[config.mk]
export PLATFORM = sky130hd
export DESIGN_NAME = mac_seq_ctrl
export DESIGN_NICKNAME = d
export VERILOG_FILES = /design/src/rtl/mac_seq_ctrl.sv
export SDC_FILE = /design/constraint.sdc
export NUM_CORES = 1
export LEC_CHECK = 0
export ABC_CLOCK_PERIOD_IN_PS = 4900
export CAP_MARGIN = 20
export CORE_UTILIZATION = 67
export DETAILED_ROUTE_END_ITERATION = 6
export DONT_BUFFER_PORTS = 1
export HOLD_SLACK_MARGIN = 0.08
export PLACE_DENSITY = 0.83
export SLEW_MARGIN = 40
export SYNTH_ARGS = -nofsm -noshare
export SYNTH_HDL_FRONTEND = slang
export SYNTH_SLANG_ARGS = --single-unit
[constraint.sdc]
create_clock -name clk -period 4.9 [get_ports clk]
set_input_delay 0.735 -clock clk [delete_from_list [all_inputs] [get_ports clk]]
set_output_delay 0.735 -clock clk [all_outputs]
set_load 0.02 [all_outputs]
[src/rtl/mac_seq_ctrl.sv]
// Sequencing controller for the eight-lane MAC array and its output serializer.
// Generates operand reads, skewed per-lane clear/enable strobes and serializer select/address.
module mac_seq_ctrl #(
  parameter int N     = 8,
  parameter int K     = 8,
  parameter int R_MAX = 8,
  parameter int AW    = 6,
  parameter int OW    = 6
) (
  input  logic                 clk,
  input  logic                 rst_n,
  input  logic                 start,
  input  logic [3:0]           num_rows,
  output logic                 busy,
  output logic                 done,
  output logic                 rd_en,
  output logic [AW-1:0]        a_addr,
  output logic [$clog2(K)-1:0] b_addr,
  output logic [N-1:0]         mac_clr,
  output logic [N-1:0]         mac_en,
  output logic                 out_valid,
  output logic [2:0]           out_sel,
  output logic [OW-1:0]        out_addr
);

  localparam int KW = $clog2(K);

  typedef enum logic [1:0] {IDLE, RUN, DRAIN, FIN} state_t;

  state_t         state;
  logic [3:0]     rows;
  logic [3:0]     row;
  logic [N-1:0]   last_pipe;
  logic [OW-1:0]  out_cnt;

  logic           row_end;
  logic           last_rd;
  logic           fire;
  logic [2:0]     fire_sel;
  logic           drain_end;
  logic [3:0]     rows_clamped;

  always_comb begin
    rows_clamped = (num_rows > 4'(R_MAX)) ? 4'(R_MAX) : num_rows;
    row_end      = rd_en && (b_addr == KW'(K - 1));
    last_rd      = row_end && (row == rows - 4'd1);
    // last_pipe marks each lane's final accumulate cycle; at most one lane
    // is marked at a time because lanes are skewed by one and N <= K.
    fire         = |last_pipe;
    fire_sel     = '0;
    for (int unsigned i = 0; i < N; i++) begin
      if (last_pipe[i]) fire_sel = 3'(i);
    end
    drain_end    = out_valid && (int'(out_addr) == int'(rows) * N - 1);
  end

  always_ff @(posedge clk or negedge rst_n) begin
    if (!rst_n) begin
      state     <= IDLE;
      rows      <= '0;
      row       <= '0;
      last_pipe <= '0;
      out_cnt   <= '0;
      busy      <= 1'b0;
      done      <= 1'b0;
      rd_en     <= 1'b0;
      a_addr    <= '0;
      b_addr    <= '0;
      mac_clr   <= '0;
      mac_en    <= '0;
      out_valid <= 1'b0;
      out_sel   <= '0;
      out_addr  <= '0;
    end else begin
      // Lane strobes are the read strobe delayed by 1+i cycles, since
      // operand data arrives one cycle after its read.
      mac_en[0]    <= rd_en;
      mac_clr[0]   <= rd_en && (b_addr == '0);
      last_pipe[0] <= row_end;
      for (int unsigned i = 1; i < N; i++) begin
        mac_en[i]    <= mac_en[i-1];
        mac_clr[i]   <= mac_clr[i-1];
        last_pipe[i] <= last_pipe[i-1];
      end

      out_valid <= fire;
      if (fire) begin
        out_sel  <= fire_sel;
        out_addr <= out_cnt;
        out_cnt  <= out_cnt + OW'(1);
      end

      done <= 1'b0;

      case (state)
        IDLE: begin
          if (start) begin
            rows    <= rows_clamped;
            row     <= '0;
            out_cnt <= '0;
            a_addr  <= '0;
            b_addr  <= '0;
            if (rows_clamped == 4'd0) begin
              state <= FIN;
              done  <= 1'b1;
            end else begin
              state <= RUN;
              busy  <= 1'b1;
              rd_en <= 1'b1;
            end
          end
        end
        RUN: begin
          if (last_rd) begin
            rd_en <= 1'b0;
            state <= DRAIN;
          end else if (row_end) begin
            b_addr <= '0;
            row    <= row + 4'd1;
            a_addr <= a_addr + AW'(1);
          end else begin
            b_addr <= b_addr + KW'(1);
            a_addr <= a_addr + AW'(1);
          end
        end
        DRAIN: begin
          if (drain_end) begin
            state <= FIN;
            busy  <= 1'b0;
            done  <= 1'b1;
          end
        end
        FIN: begin
          state <= IDLE;
        end
        default: state <= IDLE;
      endcase
    end
  end

endmodule
# Word-level counts from Yosys, hierarchy flattened
# Cells that the tools add are included.
# totals
ff_bits	62
input_bits	7
output_inout_bits	38
wordCells	87
# op_classes
add_sub_neg	6
order_cmp	1
eq_ne	12
muxes	37
reduce_logical	16
# ops
operator	n
$mux 6	5
$mux 3	8
$mux 4	4
$add 6x1->6 const B	2
$ne 2x2->1 const B	6
$pmux 6 s2	1
$reduce_and 4->1	3
$mux 2	5
$eq 7x8->1	1
$mux 1	8
$pmux 2 s4	1
$pmux 4 s2	1
$reduce_or 8->1	1
$sub 7x1->8 const B	1
$pmux 1 s2	3
$pmux 3 s2	1
$reduce_and 3->1	2
$add 4x1->4 const B	1
$eq 2x2->1 const B	2
$eq 4x4->1	1
$gt 4x4->1 const B	1
$logic_and 1x1->1	4
$logic_not 4->1	1
$reduce_bool 2->1	2
7 further kinds	7

# Logic depth before layout (Yosys ltp)
# Gate-level depths: netlist of the first run.
# logic_depth
word_depth	7
depth_mapped	9
depth_no_buf	7

# Worst setup path before layout of the first run
# OpenSTA, ideal clock, no wires.
# synth_path
path_type	register to register
start	register rows[0]
end	register state[1]
setup_time_ps	124
arrival_time_ps	1955
t_required_ps	4776
slack_ps	2821
path_stages_with_launch	9
path_buffers	1
period_less_slack_ps	2079
path_cell_list	dfrtp_1 -> clkbuf_2 -> inv_1 -> ha_1 -> xnor2_1 -> a2111oi_2 -> o21ai_0 -> a221o_1 -> mux2i_1
# synth_between
elab_chain_len	5
elab_cells_between_ends	9
classes_between	add/sub: 2; eq/ne: 4; reduce/logical: 3
# synth_rtl
item	line	rtl
from (decl)	31	logic [3:0] rows;
from (signal assigned)	98	rows <= rows_clamped;
$sub 7x1->8 / $sub 4x1->4 (equally long branches)	54, 46	
$eq 7x8->1 / $eq 4x4->1 (equally long branches)	54, 46	
$logic_and 1x1->1, on equally long branches	54, 46	
$ne 2x2->1 (no line)	--	
$reduce_and 3->1 (no line) *	--	
to (signal assigned)	59	state <= IDLE;
to (signal assigned)	104	state <= FIN;
to (signal assigned)	107	state <= RUN;
to (decl)	30	state_t state;
# Mark *: on every way between the ends. The rest lies on a longest branch, timed or not.
# A chain may end at the register's enable or synchronous reset.

# Worst setup path after layout of the first run
# Same ends and word-level chain as after synthesis.

==> flow_metrics.env, run 1 <==
export IMPL_worstPathRequired_ns=5.11
export IMPL_via_per_inst=6.44
export IMPL_ys_types=44
export IMPL_p_clk_share_pct=25.7
export IMPL_routed_wl_um=5640
export IMPL_core_sq_mm=0.00374
export IMPL_rows=22
export IMPL_p_per_area_mw_per_mm2=668
export IMPL_worst_slack_ns=2.36
export IMPL_finalCritPeriodShare_pct=51.8
export IMPL_synth_ff_type="dfrtp_1"
export IMPL_synth_xor_area_share_pct=4.55
export IMPL_worst_setup_path_end_kind="flop"
export IMPL_dp_worst_setup_slack_ns=2.49
export IMPL_critPathSlowestCell="dfrtp_1"
export IMPL_grt_pass1_vias=1881
export IMPL_cts_tree="yes"
export IMPL_worst_slew_pin_slew_ns=0.738
export IMPL_die_height_um=65.4
export IMPL_ctsHtreeMaxLevel=3
export IMPL_cp_start_kind="flop"
export IMPL_worst_setup_path_type="flop to flop"
export IMPL_ys_warn_count=0
export IMPL_hp_class="primary input to async pin"
export IMPL_drcViolationCount=0
export IMPL_drtAntennaViolNets=0
export IMPL_maxCapViolations=0
export IMPL_p_leak_nw=1.44
export IMPL_place_congestion=0.811
export IMPL_ioPinCount=45
export IMPL_layout_common_cells="62 x dfrtp_1, 22 x nand2_1, 18 x nor2_1"
export IMPL_clk_latency_ns=0.34
export IMPL_switching_share_pct=40.6
export IMPL_relSlewSlack_pct=50.3
export IMPL_dr_pass1_iters=4
export IMPL_hold_viol_final=0
export IMPL_synth_area_sq_mm=0.00269
export IMPL_die_x_um=65.4
export IMPL_power_switching_mw=0.814
export IMPL_clk_pin_slew_ns=0.06
export IMPL_routedWlPerCell_um=18.9
export IMPL_setup_viol=0
export IMPL_p_seq_share_pct=48.0
export IMPL_yosys_area_share_simple_pct=13.7
export IMPL_drt_iter0_drc=176
export IMPL_start_util_pct=71.9
export IMPL_ctsResizeCount=0
export IMPL_grt_max_degree=54
export IMPL_antenna_found_initial=0
export IMPL_fin_tns_setup_ns=0
export IMPL_design_die_area_sq_mm=0.00428
export IMPL_mostFrequentLayoutCell="dfrtp_1"
export IMPL_antenna_cells=0
export IMPL_yosys_area_share_adder_pct=4.65
export IMPL_grt_use_met2_pct=45.9
export IMPL_cts_sinks=62
export IMPL_async_flop_share_pct=100
export IMPL_use_met3_pct=8.16
export IMPL_cts_root_buf="clkbuf_8"
export IMPL_synth_compound_area_share_pct=13.0
export IMPL_pwr_share_comb_pct=26.3
export IMPL_critPathMaxStageDelay_ns=0.50
export IMPL_fin_crit_ns=2.54
export IMPL_dp_hpwl_um=3600
export IMPL_cts_made_buffers=9
export IMPL_track_usage_pct=29.2
export IMPL_grt_overflow_total=0
export IMPL_area_delta_synth_final_pct=11.4
export IMPL_seq_area_frac_synth_pct=57.6
export IMPL_avgSynthCellArea_sq_um=11.3
export IMPL_skew_ns=0.00981
export IMPL_clk_path_buf_depth=2
export IMPL_syn_inst=238
export IMPL_vias=1919
export IMPL_grt_busiest_layer="met2"
export IMPL_finalNetCount=262
export IMPL_synth_edff_count=0
export IMPL_syn_nets=255
export IMPL_final_util_pct=80.1
export IMPL_fmax_mhz=394
export IMPL_cp_arrival_ns=2.75
export IMPL_met1_usage_pct=37.4
export IMPL_timing_critical_path_cells="inv_1, ha_1, xnor2_1, nor4bb_1, o21ai_0, a221o_1, mux2i_1"
export IMPL_final_max_slew_viol_count=0
export IMPL_grt_pass1_wl_um=8970
export IMPL_layout_drive_gt1_share_pct=12.0
export IMPL_status="finished clean"
export IMPL_port_buffers=0
export IMPL_muxShareOfSynthArea_pct=3.62
export IMPL_crit_fanout=6
export IMPL_synth_seq_cells=62
export IMPL_ir_worst_vdd_uv=462
export IMPL_synth_top_family_by_area="simple AND/OR/NAND/NOR gates"
export IMPL_p_int_mw=1.19
export IMPL_rsz0062_at_grt="false"
stage by stage:
| stage | instance area [sq um] | instances | hold slack [ns] | total power, mW |
|---|---|---|---|---|
| 2_1_floorplan | 2690 | 238 | 0.354 | 1.33 |
| 3_3_place_gp | 2720 | 279 | 0.373 | 1.41 |
| 3_5_place_dp | 2720 | 279 | 0.364 | 1.46 |
| 4_1_cts | 2960 | 296 | 0.0816 | 1.99 |
| 5_1_grt | 3000 | 298 | 0.0831 | 2.10 |
| 6_report | 3000 | 298 | 0.0971 | 2.00 |
power by group through the flow:
| stage | clock, mW | sequential [mW] | combinational [mW] |
|---|---|---|---|
| detailed placement | 0 | 0.970 | 0.489 |
| floorplan | 0 | 0.921 | 0.404 |
| finish | 0.515 | 0.962 | 0.527 |
| CTS | 0.520 | 0.961 | 0.507 |
| global route | 0.541 | 0.983 | 0.577 |
| global placement | 0 | 0.958 | 0.456 |
cell families (layout without fill, tap and decap cells):
group | Yosys count | after routing
compound gates | 52 | 52
xor+xnor | 14 | 14
mux | 9 | 9
flops | 62 | 62
buf+inv | 18 | 30
simple gates | 73 | 73
fa+ha+maj | 10 | 10
sequential cells by signal, summed over array words and instances, names as in the netlist:
| signal | cells |
|---|---|
| a_addr | 6 |
| b_addr | 3 |
| busy | 1 |
| done | 1 |
| last_pipe | 8 |
| mac_clr | 8 |
| mac_en | 8 |
| out_addr | 6 |
| out_cnt | 6 |
| out_sel | 3 |
| out_valid | 1 |
| rd_en | 1 |
| row | 4 |
| rows | 4 |
| state | 2 |
critical path, delay by kind of cell (launching register included):
| family | cells | cell delay (ns) |
|---|---|---|
| AO/OA/AOI/OAI | 2 | 0.63 |
| flip-flops | 1 | 0.50 |
| AND/OR/NAND/NOR | 1 | 0.47 |
| adder cells (fa/ha/maj) | 1 | 0.29 |
| XOR/XNOR | 1 | 0.29 |
| multiplexers | 1 | 0.14 |
| buffers and inverters | 1 | 0.10 |
cell usage after synthesis, types with 3 or more instances:
library cell  count  area (sq um)
xnor2_1           8          70.1
clkbuf_1          4          15.0
mux2_2            6          67.6
xor2_1            6          52.6
o21ai_0          16          80.1
and3_1            5          31.3
a31oi_1           5          31.3
nand3_1           6          30.0
nand2_1          22          82.6
nand4_1           7          43.8
a21oi_1          10          50.1
nor3_1            4          20.0
mux2i_1           3          30.0
a221o_1           3          30.0
ha_1             10           125
dfrtp_1          62          1550
inv_1            11          41.3
nor2_1           18          67.6
o211a_1           3          30.0
repair_timing:
item | 4_1_cts | 5_1_grt
buffers inserted | 0 | 0
hold buffers | 1 | 2
hold endpoints to repair | 10 | 35
area by class of cell:
type,count,area (sq um)
clock inverters,3,65.1
clock buffers,13,169
inverters,11,41.3
well taps,48,60.1
repair buffers,3,40.0
flip-flops and latches,62,1550
multi-input cells,158,1070
fillers,218,743
path summary, 6_finish.rpt:
check / slack [ns] / depth (start not counted) / startpoint / end
min: 0.1 / 0 / rst_n / out_addr[0]
max: 2.36 / 7 / rows[0] / state[1]
max in group asynchronous: 3.69 / 1 / rst_n / mac_en[2]
min reg2reg: 0.40 / 0 / last_pipe[0] / last_pipe[1]
max reg2reg: 2.36 / 7 / rows[0] / state[1]
min in group clk: 0.40 / 0 / last_pipe[0] / last_pipe[1]
per-layer routing:
metal | part of all wire (%) | up-vias
met4 | 1.6 | 0
met2 | 49 | 83
met3 | 6.7 | 13
met5 | 0 | -
li1 | - | 867
met1 | 42 | 956
No activity file was read; power rests on OpenSTA's default activity.
==> run 2, diff against run 1 <==
--- a/config.mk
+++ b/config.mk
@@ -5,13 +5,13 @@
 export SDC_FILE = /design/constraint.sdc
 export NUM_CORES = 1
 export LEC_CHECK = 0
-export ABC_CLOCK_PERIOD_IN_PS = 4900
+export ABC_CLOCK_PERIOD_IN_PS = 2600
 export CAP_MARGIN = 20
-export CORE_UTILIZATION = 67
+export CORE_UTILIZATION = 62
 export DETAILED_ROUTE_END_ITERATION = 6
 export DONT_BUFFER_PORTS = 1
 export HOLD_SLACK_MARGIN = 0.08
-export PLACE_DENSITY = 0.83
+export PLACE_DENSITY = 0.78
 export SLEW_MARGIN = 40
 export SYNTH_ARGS = -nofsm -noshare
 export SYNTH_HDL_FRONTEND = slang
==> constraint.sdc (replaced) <==
create_clock -name clk -period 2.6 [get_ports clk]
set_input_delay 0.39 -clock clk [delete_from_list [all_inputs] [get_ports clk]]
set_output_delay 0.39 -clock clk [all_outputs]
set_load 0.02 [all_outputs]
==> run 2 against run 1 <==
  * Clock skew shrank 0.0043 ns
  * First-iteration DRC count down 34%
  * Clock power grew 80%
  * Register-to-register slack got worse by 2.0 ns
  * Clock-buffer cell count is 3 lower
  * Global-route usage is 4.4 points lower
  * Sequential power grew 87%
  * Flip-flop and latch count did not move
  * Design area increased by 0.79%
  * Die area up 7.8%
  * Fmax grew 11%
  * Critical path type unchanged
  * Highest routed layer unchanged
==> flow_metrics.env, run 2 (synthesis results as in run 1) <==
export IMPL_post_cts_buffers=0
export IMPL_finalCritPeriodShare_pct=87.9
export IMPL_worst_slew_pin_slew_ns=0.526
export IMPL_ir_worst_vdd_uv=728
export IMPL_clk_latency_ns=0.34
export IMPL_ctsResizeCount=0
export IMPL_drcViolationCount=0
export IMPL_area_delta_synth_final_pct=12.3
export IMPL_skew_ns=0.00556
export IMPL_worstPathRequired_ns=2.85
export IMPL_design_die_area_sq_mm=0.00461
export IMPL_grt_busiest_layer="met2"
export IMPL_ctsHtreeMaxLevel=3
export IMPL_grt_pass1_vias=1747
export IMPL_cts_tree="yes"
export IMPL_fin_cells=305
export IMPL_rr_worst_depth=7
export IMPL_fillers=274
export IMPL_hp_class="primary input to flop"
export IMPL_p_per_area_mw_per_mm2=1230
export IMPL_fmax_mhz=437
export IMPL_final_max_slew_viol_count=0
export IMPL_ioPinCount=45
export IMPL_antenna_cells=0
export IMPL_die_height_um=67.9
export IMPL_worst_setup_path_end_kind="flop"
export IMPL_setup_viol=0
export IMPL_cts_root_buf="clkbuf_8"
export IMPL_core_sq_mm=0.00409
export IMPL_met1_usage_pct=33.8
export IMPL_die_x_um=67.9
export IMPL_grt_use_met2_pct=35.8
export IMPL_min_path_cells=2
export IMPL_status="finished clean"
export IMPL_worst_setup_path_type="flop to flop"
export IMPL_track_usage_pct=24.8
export IMPL_rows=23
export IMPL_routedWlPerCell_um=16.2
export IMPL_grt_pass1_wl_um=8050
export IMPL_dp_hpwl_um=3360
export IMPL_relSlewSlack_pct=64.7
export IMPL_p_leak_nw=1.45
export IMPL_cp_start_kind="flop"
export IMPL_top_regs="last_pipe (8), mac_clr (8), mac_en (8)"
export IMPL_start_util_pct=65.9
export IMPL_fin_tns_setup_ns=0
export IMPL_dp_cells=287
export IMPL_routed_wl_um=4950
export IMPL_cts_sinks=62
export IMPL_maxCapViolations=0
export IMPL_seq_area_sq_mm=0.00155
export IMPL_clk_path_buf_depth=2
export IMPL_grt_max_degree=63
export IMPL_drt_iter0_drc=117
export IMPL_fin_crit_ns=2.29
export IMPL_rsz0062_at_grt="false"
export IMPL_layout_common_cells="62 x dfrtp_1, 22 x nand2_1, 18 x nor2_1"
export IMPL_dr_pass1_iters=5
export IMPL_crit_fanout=6
export IMPL_r2r_slack_ns=0.31
export IMPL_grt_overflow_total=0
export IMPL_cp_arrival_ns=2.54
export IMPL_place_congestion=0.821
export IMPL_clk_pin_slew_ns=0.07
export IMPL_layout_drive_gt1_share_pct=13.7
export IMPL_via_per_inst=6.04
export IMPL_use_met3_pct=10.2
export IMPL_antenna_found_initial=0
export IMPL_cts_made_buffers=9
export IMPL_finalNetCount=267
export IMPL_drtAntennaViolNets=0
export IMPL_hold_viol_final=0
export IMPL_multi_input_area_sq_mm=0.00106
export IMPL_port_buffers=0
export IMPL_vias=1841
export IMPL_mostFrequentLayoutCell="dfrtp_1"
-- run 2: layer usage --
metal	vias up	share of wire, %
met5	-	0
met2	66	44
met1	893	47
li1	877	-
met4	0	1.0
met3	5	7.2
-- run 2: layout make-up --
class / count / share of cell area, %
timing repair buffer: 8 / 2.73
tap: 50 / 2.07
clock buffer: 10 / 4.55
sequential: 62 / 51.3
clock inverter: 6 / 2.81
inverter: 11 / 1.37
multi-input combinational: 158 / 35.2
-- run 2: worst paths after layout --
| check | start | to |
|---|---|---|
| min reg2reg | last_pipe[0] | last_pipe[1] |
| max in group asynchronous | rst_n | mac_clr[3] |
| min in group asynchronous | rst_n | out_addr[2] |
| max reg2reg | rows[0] | state[1] |
| min | num_rows[3] | rows[3] |
| max | rows[0] | state[1] |
-- run 2: worst max-delay path, stage by stage, from the launching register on --
cell and delay [ns]:
dfrtp_1 0.47, inv_1 0.09, ha_1 0.35, xnor2_1 0.16, a2111oi_2 0.38, o21ai_0 0.16, a221o_1 0.41, mux2i_1 0.18
-- run 2: stage by stage --
| step | hold WS [ns] | utilization (%) | instance area, sq um | total power [mW] | setup WS [ns] |
|---|---|---|---|---|---|
| floorplan | 0.0944 | - | 2690 | 2.50 | 0.521 |
| global placement | 0.0955 | 67.6 | 2760 | 2.75 | 0.429 |
| detailed placement | 0.0961 | 67.6 | 2760 | 2.79 | 0.344 |
| CTS | 0.149 | 74.0 | 3020 | 3.75 | 0.335 |
| global route | 0.150 | 74.0 | 3020 | 3.97 | 0.196 |
| finish | 0.161 | 74.0 | 3020 | 3.73 | 0.314 |
-- run 2: where the power goes --
part / internal, mW / switching [mW] / total (mW)
combinational: 0.412 / 0.585 / 0.997
clock: 0.562 / 0.365 / 0.926
sequential: 1.25 / 0.555 / 1.80
total: 2.22 / 1.50 / 3.73
-- run 2: timing repair --
item / CTS / global route
setup endpoints to repair: 0 / 0
hold buffers: 2 / 0
hold endpoints to repair: 62 / 0
==> run 3, diff against run 2 <==
--- a/config.mk
+++ b/config.mk
@@ -7,11 +7,15 @@
 export LEC_CHECK = 0
 export ABC_CLOCK_PERIOD_IN_PS = 2600
 export CAP_MARGIN = 20
-export CORE_UTILIZATION = 62
+export CELL_PAD_IN_SITES_DETAIL_PLACEMENT = 0
+export CELL_PAD_IN_SITES_GLOBAL_PLACEMENT = 1
+export CORE_MARGIN = 5
+export CORE_UTILIZATION = 51
+export CTS_BUF_LIST = sky130_fd_sc_hd__clkbuf_2
 export DETAILED_ROUTE_END_ITERATION = 6
 export DONT_BUFFER_PORTS = 1
 export HOLD_SLACK_MARGIN = 0.08
-export PLACE_DENSITY = 0.78
+export PLACE_DENSITY_LB_ADDON = 0.1
 export SLEW_MARGIN = 40
 export SYNTH_ARGS = -nofsm -noshare
 export SYNTH_HDL_FRONTEND = slang
==> run 3 against run 2 <==
  * Core utilization shrank 16 points
  * Clock skew grew 0.018 ns
  * Combinational power is essentially flat
  * Sequential power is essentially flat
  * Worst setup slack lost 0.030 ns
  * Flip-flop and latch count is the same
  * Routed wire length grew 16%
  * Final cell count grew 8.2%
  * Fmax shrank 1.3%
  * Register-to-register slack lost 0.03 ns
  * Critical path depth is the same
  * Non-clock buffer count grew 5
  * Critical path type unchanged
  * Highest routed layer unchanged
==> flow_metrics.env, run 3 (synthesis results as in run 1) <==
export IMPL_dr_pass1_iters=4
export IMPL_mostFrequentLayoutCell="dfrtp_1"
export IMPL_fin_crit_ns=2.32
export IMPL_whs_endpoint="rows[0]"
export IMPL_routed_top_layer="met4"
export IMPL_cts_root_buf="clkbuf_2"
export IMPL_area_delta_synth_final_pct=10.5
export IMPL_drcViolationCount=0
export IMPL_cp_arrival_ns=2.72
export IMPL_worst_setup_path_type="flop to flop"
export IMPL_ir_worst_vdd_uv=640
export IMPL_grt_pass1_wl_um=9190
export IMPL_top_regs="last_pipe (8), mac_clr (8), mac_en (8)"
export IMPL_finalNetCount=272
export IMPL_relSlewSlack_pct=66.0
export IMPL_p_clk_share_pct=16.3
export IMPL_pwr_share_comb_pct=30.3
export IMPL_cp_num_buf_inv=1
export IMPL_dr_wl_met3_um=493
export IMPL_hp_class="primary input to flop"
export IMPL_cts_tree="yes"
export IMPL_via_per_inst=5.86
export IMPL_design_die_area_sq_mm=0.00683
export IMPL_p_per_area_mw_per_mm2=1140
export IMPL_ctsHtreeMaxLevel=3
export IMPL_core_sq_mm=0.00511
export IMPL_min_path_cells=2
export IMPL_grt_pass1_vias=1937
export IMPL_critPathMaxStageDelay_ns=0.52
export IMPL_cts_sinks=62
export IMPL_fmax_mhz=432
export IMPL_timing_critical_path_cells="inv_1, ha_1, xnor2_1, a2111oi_2, o21ai_0, a221o_1, a21oi_1"
export IMPL_drtAntennaViolNets=0
export IMPL_final_util_pct=58.3
export IMPL_rsz0062_at_grt="false"
export IMPL_crit_family="compound AO/OA/AOI/OAI gates"
export IMPL_antenna_cells=0
export IMPL_cp_start_kind="flop"
export IMPL_rows=26
export IMPL_layout_drive_gt1_share_pct=13.1
export IMPL_hold_viol_final=0
export IMPL_hp_start="num_rows[3]"
export IMPL_crit_fanout=6
export IMPL_grt_overflow_total=0
export IMPL_drt_iter0_drc=120
export IMPL_power_switching_mw=1.51
export IMPL_post_cts_buffers=0
export IMPL_place_congestion=0.858
export IMPL_switching_share_pct=44.5
export IMPL_fillers=435
export IMPL_rr_worst_depth=7
export IMPL_layout_common_cells="62 x dfrtp_1, 22 x nand2_1, 18 x nor2_1"
export IMPL_worstPathRequired_ns=3.00
export IMPL_maxCapViolations=0
export IMPL_skew_ns=0.0237
export IMPL_cts_made_buffers=9
export IMPL_ioPinCount=45
export IMPL_critPathSlowestCell="dfrtp_1"
export IMPL_p_int_mw=1.88
export IMPL_clk_latency_ns=0.49
export IMPL_setup_viol=0
export IMPL_p_leak_nw=1.44
export IMPL_antenna_found_initial=0
export IMPL_wl_met2_um=2640
export IMPL_r2r_slack_ns=0.28
export IMPL_worst_setup_path_end_kind="flop"
export IMPL_dp_hpwl_um=3910
export IMPL_clk_pin_slew_ns=0.15
export IMPL_p_seq_share_pct=53.4
export IMPL_die_x_um=82.7
export IMPL_grt_max_degree=63
export IMPL_final_max_slew_viol_count=0
export IMPL_port_buffers=0
export IMPL_routed_wl_um=5740
export IMPL_reg2reg_to="state[0]"
export IMPL_track_usage_pct=18.6
export IMPL_die_height_um=82.7
export IMPL_status="finished clean"
export IMPL_worst_slew_pin_slew_ns=0.508
export IMPL_finalCritPeriodShare_pct=89.1
export IMPL_reg2reg_from="rows[0]"
export IMPL_met1_length_um=2500
export IMPL_clk_path_buf_depth=2
export IMPL_vias=1933
export IMPL_fin_tns_setup_ns=0
export IMPL_start_util_pct=52.7
export IMPL_routedWlPerCell_um=17.4
[run 3: cell types whose count changed in the layout (fill, tap and decap cells not counted), moves of 2 or more]
cell | previous run | this run
dlygate4sd3_1 | 1 | 5
clkinvlp_4 | 2 | 0
clkbuf_2 | 0 | 10
clkinv_1 | 0 | 2
clkbuf_8 | 10 | 0
[run 3: worst max-delay path by stage]
stage	startpoint	end	slack, ns	cells after the start
finish	rows[0]	state[0]	0.28	7
global route	rows[0]	state[0]	0.15	7
CTS	rows[0]	state[0]	0.28	7
detailed placement	rows[0]	state[0]	0.31	7
global placement	rows[0]	state[1]	0.44	7
floorplan	rows[0]	state[1]	0.52	8
[run 3: cell type report]
type,count,area (sq um),share of cell area [%]
clock buffers,10,50.0,1.68
multi-input cells,158,1060,35.7
repair buffers,13,130,4.37
clock inverters,6,52.6,1.77
flip-flops and latches,62,1550,52.1
well taps,70,87.6,2.94
inverters,11,41.3,1.39
[run 3: metrics by stage]
stage                     instance area [sq um]  instances  hold slack [ns]  setup slack (ns)  total power, mW
after floorplan                            2690        238           0.0944             0.521             2.50
after global placement                     2800        308           0.0960             0.445             2.78
after detailed placement                   2800        308           0.0962             0.309             2.83
after CTS                                  2980        330           0.0871             0.280             3.42
after global routing                       2980        330            0.105             0.146             3.61
final                                      2980        330            0.119             0.285             3.39
[run 3: power by group through the flow]
| stage | logic [mW] | registers [mW] | clock network [mW] |
|---|---|---|---|
| floorplan | 0.762 | 1.74 | 0 |
| global placement | 0.958 | 1.82 | 0 |
| detailed placement | 0.986 | 1.84 | 0 |
| CTS | 1.02 | 1.82 | 0.573 |
| global route | 1.14 | 1.86 | 0.604 |
| finish | 1.03 | 1.81 | 0.552 |
[run 3: layer usage]
metal	up-vias	track usage [%]
li1	885	-
met3	12	6.07
met2	80	26.8
met5	-	0
met4	0	10.8
met1	956	24.4
[run 3: repair_timing]
item / in CTS / in global routing
endpoints found under the hold margin: 66 / 0
endpoints found under the setup margin: 0 / 0
hold buffers: 6 / 0
resized for setup: 0 / 0
